==> src/rtl/load_store_unit.sv <==
// Load/store unit between execute and a word-addressed data memory.
// Sub-word stores are read-modify-write; loads are lane-extracted and extended.
//   state   | meaning
//   S_IDLE  | ready for a request, decode and latch on acceptance
//   S_READ  | fetch the addressed word into r_rdata
//   S_WRITE | one-cycle write of the full or merged word
//   S_RESP  | one-cycle completion pulse with error/load data
module load_store_unit #(
  parameter int MEM_AW      = 8,
  parameter bit RANGE_CHECK = 1'b1
) (
  input  logic        clk,
  input  logic        rst_n,
  input  logic        req_valid,
  output logic        req_ready,
  input  logic        req_we,
  input  logic [2:0]  req_funct3,
  input  logic [31:0] req_addr,
  input  logic [31:0] req_wdata,
  output logic        resp_valid,
  output logic        resp_err,
  output logic [31:0] resp_rdata,
  output logic        mem_wr_en,
  output logic [31:0] mem_addr,
  output logic [31:0] mem_wr_data,
  input  logic [31:0] mem_rd_data
);

  typedef enum logic [1:0] {S_IDLE, S_READ, S_WRITE, S_RESP} state_t;

  state_t      r_state;
  logic        r_we;
  logic        r_err;
  logic [2:0]  r_funct3;
  logic [31:0] r_addr;
  logic [31:0] r_wdata;
  logic [31:0] r_rdata;

  logic        w_f3_ok;
  logic        w_misalign;
  logic        w_range_err;
  logic        w_err;
  logic [4:0]  w_sh;
  logic [15:0] w_lane;
  logic [31:0] w_merge;
  logic [31:0] w_load;

  always_comb begin
    if (req_we) w_f3_ok = req_funct3 inside {3'b000, 3'b001, 3'b010};
    else        w_f3_ok = req_funct3 inside {3'b000, 3'b001, 3'b010, 3'b100, 3'b101};
  end

  assign w_misalign  = (req_funct3[1:0] == 2'b01 && req_addr[0]) ||
                       (req_funct3[1:0] == 2'b10 && req_addr[1:0] != 2'b00);
  assign w_range_err = RANGE_CHECK && (req_addr[31:MEM_AW+2] != '0);
  assign w_err       = !w_f3_ok || w_misalign || w_range_err;

  always_ff @(posedge clk) begin
    if (!rst_n) begin
      r_state  <= S_IDLE;
      r_we     <= 1'b0;
      r_err    <= 1'b0;
      r_funct3 <= '0;
      r_addr   <= '0;
      r_wdata  <= '0;
      r_rdata  <= '0;
    end else begin
      case (r_state)
        S_IDLE: begin
          if (req_valid) begin
            r_we     <= req_we;
            r_funct3 <= req_funct3;
            r_addr   <= req_addr;
            r_wdata  <= req_wdata;
            r_err    <= w_err;
            if (w_err)                                   r_state <= S_RESP;
            else if (req_we && req_funct3[1:0] == 2'b10) r_state <= S_WRITE;
            else                                         r_state <= S_READ;
          end
        end
        S_READ: begin
          r_rdata <= mem_rd_data;
          r_state <= r_we ? S_WRITE : S_RESP;
        end
        S_WRITE: r_state <= S_RESP;
        default: r_state <= S_IDLE;
      endcase
    end
  end

  // Lane position comes from the latched address; misaligned cases never reach here.
  assign w_sh   = {r_addr[1:0], 3'b000};
  assign w_lane = 16'(r_rdata >> w_sh);

  always_comb begin
    w_merge = r_rdata;
    case (r_funct3[1:0])
      2'b00: w_merge[w_sh +: 8] = r_wdata[7:0];
      2'b01: begin
        if (r_addr[1]) w_merge[31:16] = r_wdata[15:0];
        else           w_merge[15:0]  = r_wdata[15:0];
      end
      default: w_merge = r_wdata;
    endcase
  end

  always_comb begin
    case (r_funct3)
      3'b000:  w_load = {{24{w_lane[7]}}, w_lane[7:0]};
      3'b001:  w_load = {{16{w_lane[15]}}, w_lane};
      3'b100:  w_load = {24'b0, w_lane[7:0]};
      3'b101:  w_load = {16'b0, w_lane};
      default: w_load = r_rdata;
    endcase
  end

  assign req_ready   = rst_n && (r_state == S_IDLE);
  assign resp_valid  = (r_state == S_RESP);
  assign resp_err    = resp_valid && r_err;
  assign resp_rdata  = (resp_valid && !r_err && !r_we) ? w_load : '0;
  assign mem_wr_en   = (r_state == S_WRITE);
  assign mem_addr    = {2'b00, r_addr[31:2]};
  assign mem_wr_data = mem_wr_en ? w_merge : '0;

endmodule

==> config.mk <==
export PLATFORM = sky130hd
export DESIGN_NAME = load_store_unit
export DESIGN_NICKNAME = d
export VERILOG_FILES = /design/src/rtl/load_store_unit.sv
export SDC_FILE = /design/constraint.sdc
export NUM_CORES = 1
export LEC_CHECK = 0
export ABC_AREA = 1
export BUFFER_PORTS_ARGS = -buffer_cell sky130_fd_sc_hd__buf_2
export CAP_MARGIN = 10
export CELL_PAD_IN_SITES_DETAIL_PLACEMENT = 1
export CELL_PAD_IN_SITES_GLOBAL_PLACEMENT = 1
export CORE_MARGIN = 3
export CORE_UTILIZATION = 35
export DETAILED_ROUTE_END_ITERATION = 16
export PLACE_DENSITY_LB_ADDON = 0.1
export SYNTH_ARGS = -nofsm -noshare
export SYNTH_HDL_FRONTEND = slang
export SYNTH_SLANG_ARGS = --single-unit
==> constraint.sdc <==
create_clock -name clk -period 3.32 [get_ports clk]
set_input_delay 0.664 -clock clk [delete_from_list [all_inputs] [get_ports clk]]
set_output_delay 0.664 -clock clk [all_outputs]
set_load 0.01 [all_outputs]
==> qor.csv <==
stage;metric;value;unit
status;status;complete, no violations;
grt;antenna_found_initial;1;
grt;grt_pass1_vias;6314;
final_layout;fin_nets;1123;
route;ant_nets;0;
route;num_vias;6593;
sta;worst_pin_slew;886;ps
yosys;synth_xor_xnor_area_share;0;
yosys;synthAdderAreaFrac;0.0189;
cts;cts_buffers;9;
yosys;synth_warnings;0;
sta;setup-violations-final;0;
critical_path;cp_data_required_time;2660;ps
route;drt_first_pass_iters;5;
yosys;syn-cell-area;5970;um2
route;wl;23000;um
final_layout;antennaDiodeCount;0;
placed_design;place_congestion;0.948;
yosys;synthSimpleGateAreaFrac;0.158;
yosys;synth_cell_types;31;
critical_path;crit_chain;inv_1 > nor2_2 > nand2_2 > inv_2 > nor2_4 > inv_2 > nand2_1 > a31oi_1 > buf_2;
route;drt-initial-drc-count;461;
critical_path;crit_slowest_cell;dfxtp_1;
final_layout;syn_to_final_growth;19.8;%
yosys;synthTopCellsByArea;dfxtp_1 35%, o21ai_0 14%, a21oi_1 10%;
floorplan;fp.dieW;137;um
yosys;synth_top_area_share;0.345;
power;p_leak;3.19;nW
floorplan;die_area;18700;um2
sta;maxSlewHeadroom;0.409;
yosys;seq_area_frac_synth;0.345;
yosys;synth_cells;882;
critical_path;rrSetupSlack;1250;ps
grt;grtUsageMet2;0.382;
yosys;synth_top_cell_by_area;dfxtp_1;
sta;min_period;3090;ps
grt;grt_max_degree;103;
floorplan;io_pins;203;
sta;finClkSkew;9.31;ps
critical_path;startpoint_type;flop;
cts;cts-root-buf;clkbuf_16;
placed_design;dp_cells;1220;
floorplan;dieHeight;137;um
cts;cts_sinks;103;
placed_design;hpwl;17100;um
job;max_cap_viol_count;0;
critical_path;arrival;2430;ps
power;power_density;830;nW/um2
floorplan;coreArea;16600;um2
power;ir_drop;0.000507;V
floorplan;initial_core_util;0.359;
sta;period_share;0.932;
cts;postCtsSetupBuffers;0;
sta;drv_slew;0;
grt;grt_pass1_wl;35100;um
cts;postCtsResizedCells;0;
sta;hold_viol;0;
grt;grt_use_met1;0.343;
sta;fin_tns_setup;0;ps
floorplan;rows;47;
yosys;synth_compound_area_frac;0.336;
grt;top_usage_layer;met2;
route;drc;0;
critical_path;crit_path_max_incr_delay;530;ps
grt;grtUsageMet3;0.0489;
critical_path;endpoint_kind;primary output;
cts;h-tree-depth;3;
critical_path;crit_top_cell;inv_2;
final_layout;layout_commonest_cell;buf_2;
final_layout;n_fill_cell;2256;
sta;rsz0062_at_grt;no;
route;vias_per_cell;5.33;
cts;clk_latency;360;ps
grt;grt_overflow;0;
final_layout;fin_cells;1236;
placed_design;portBuffers;200;
yosys;synth_seq_cells;103;
yosys;syn_avg_cell_area;6.77;um2
yosys;muxShareOfSynthArea;0;
sta;fmax;0.323;GHz
cts;tritoncts;done;
critical_path;worstPathMaxFanout;13;
cts;clockBufferDepth;2;
route;wl_per_cell;18.6;um
cts;clkTransAtPathRegs;70;ps
critical_path;criticalPathCategory;flop to primary output;
cts;hold_buffers;0;
final_layout;fin_util;0.430;
yosys;synth_top_family_by_area;compound AO/OA/AOI/OAI gates;
final_layout;drive_gt1_frac;0.254;
grt;grt_usage;0.243;
final_layout;final_cell_mix;200 x buf_2, 170 x o21ai_0, 138 x nor2_1;
worst_hold_path;worstHoldPathType;flop to flop;
-- critical path, delay by kind of cell (launching register included) --
family                 cells  cell delay [ps]
AND/OR/NAND/NOR            4              460
buffers and inverters      4              800
flip-flops                 1              530
AO/OA/AOI/OAI              1              280
-- state kept, by name, indices dropped and copies added (netlist names) --
signal and flops:
r_addr 32, r_err 1, r_funct3 3, r_rdata 32
r_state 2, r_wdata 32, r_we 1
-- cell usage after synthesis (all sizes together) --
cell,number
conb,1
nand4,9
o221ai,9
o211ai,10
a21oi,130
nand3,6
nor2,142
a221oi,16
o21ai,172
a31oi,6
a211oi,7
ha,9
a311oi,1
nand2,67
buf,53
nor3,7
dfxtp,103
clkbuf,43
inv,84
o32ai,7
-- metal layers --
metal,vias to the layer above,wire [um]
met4,2,359
met2,232,10400
met5,-,13
li1,3227,-
met3,22,1580
met1,3110,10600
-- power by group --
part / total (W) / internal, W / switching, W
clock network: 0.00119 / 0.000688 / 0.000502
logic: 0.00279 / 0.000860 / 0.00193
registers: 0.00195 / 0.00163 / 0.000329
-- through the flow --
step                hold WS [ps]  area [um2]  power (W)  setup WS [ps]
floorplan                    444        5970    0.00387            642
global placement             457        6820    0.00471            559
detailed placement           468        6820    0.00474            526
CTS                          484        7150    0.00595            134
global route                 512        7150    0.00640           47.9
finish                       478        7150    0.00594            226
-- kinds of logic (layout without fill, tap and decap cells) --
| logic type | count (synthesis) | in the layout |
|---|---|---|
| AOI/OAI and AO/OA | 358 | 358 |
| and+or+nand+nor | 231 | 231 |
| buffers and inverters | 180 | 313 |
| DFF | 103 | 103 |
| adders and majority gates | 9 | 9 |
| other | 1 | 2 |
-- path summary, 6_finish.rpt --
path                             startpoint  cells after the start             end
worst max-delay path            r_funct3[0]                      9  mem_wr_data[8]
worst min-delay path             r_addr[31]                      2      r_addr[31]
worst max register to register   r_state[1]                      6     r_funct3[0]
worst min register to register   r_addr[31]                      2      r_addr[31]
-- area by class of cell --
type	count	area (um2)	area share
Clock buffer	10	239	0.0334
Tap cell	220	275	0.0385
Sequential cell	103	2060	0.288
Clock inverter	6	90.1	0.0126
Multi-Input combinational cell	600	3070	0.429
Timing Repair Buffer	213	1100	0.154
Inverter	84	315	0.0441
No activity file was read; power rests on OpenSTA's default activity.
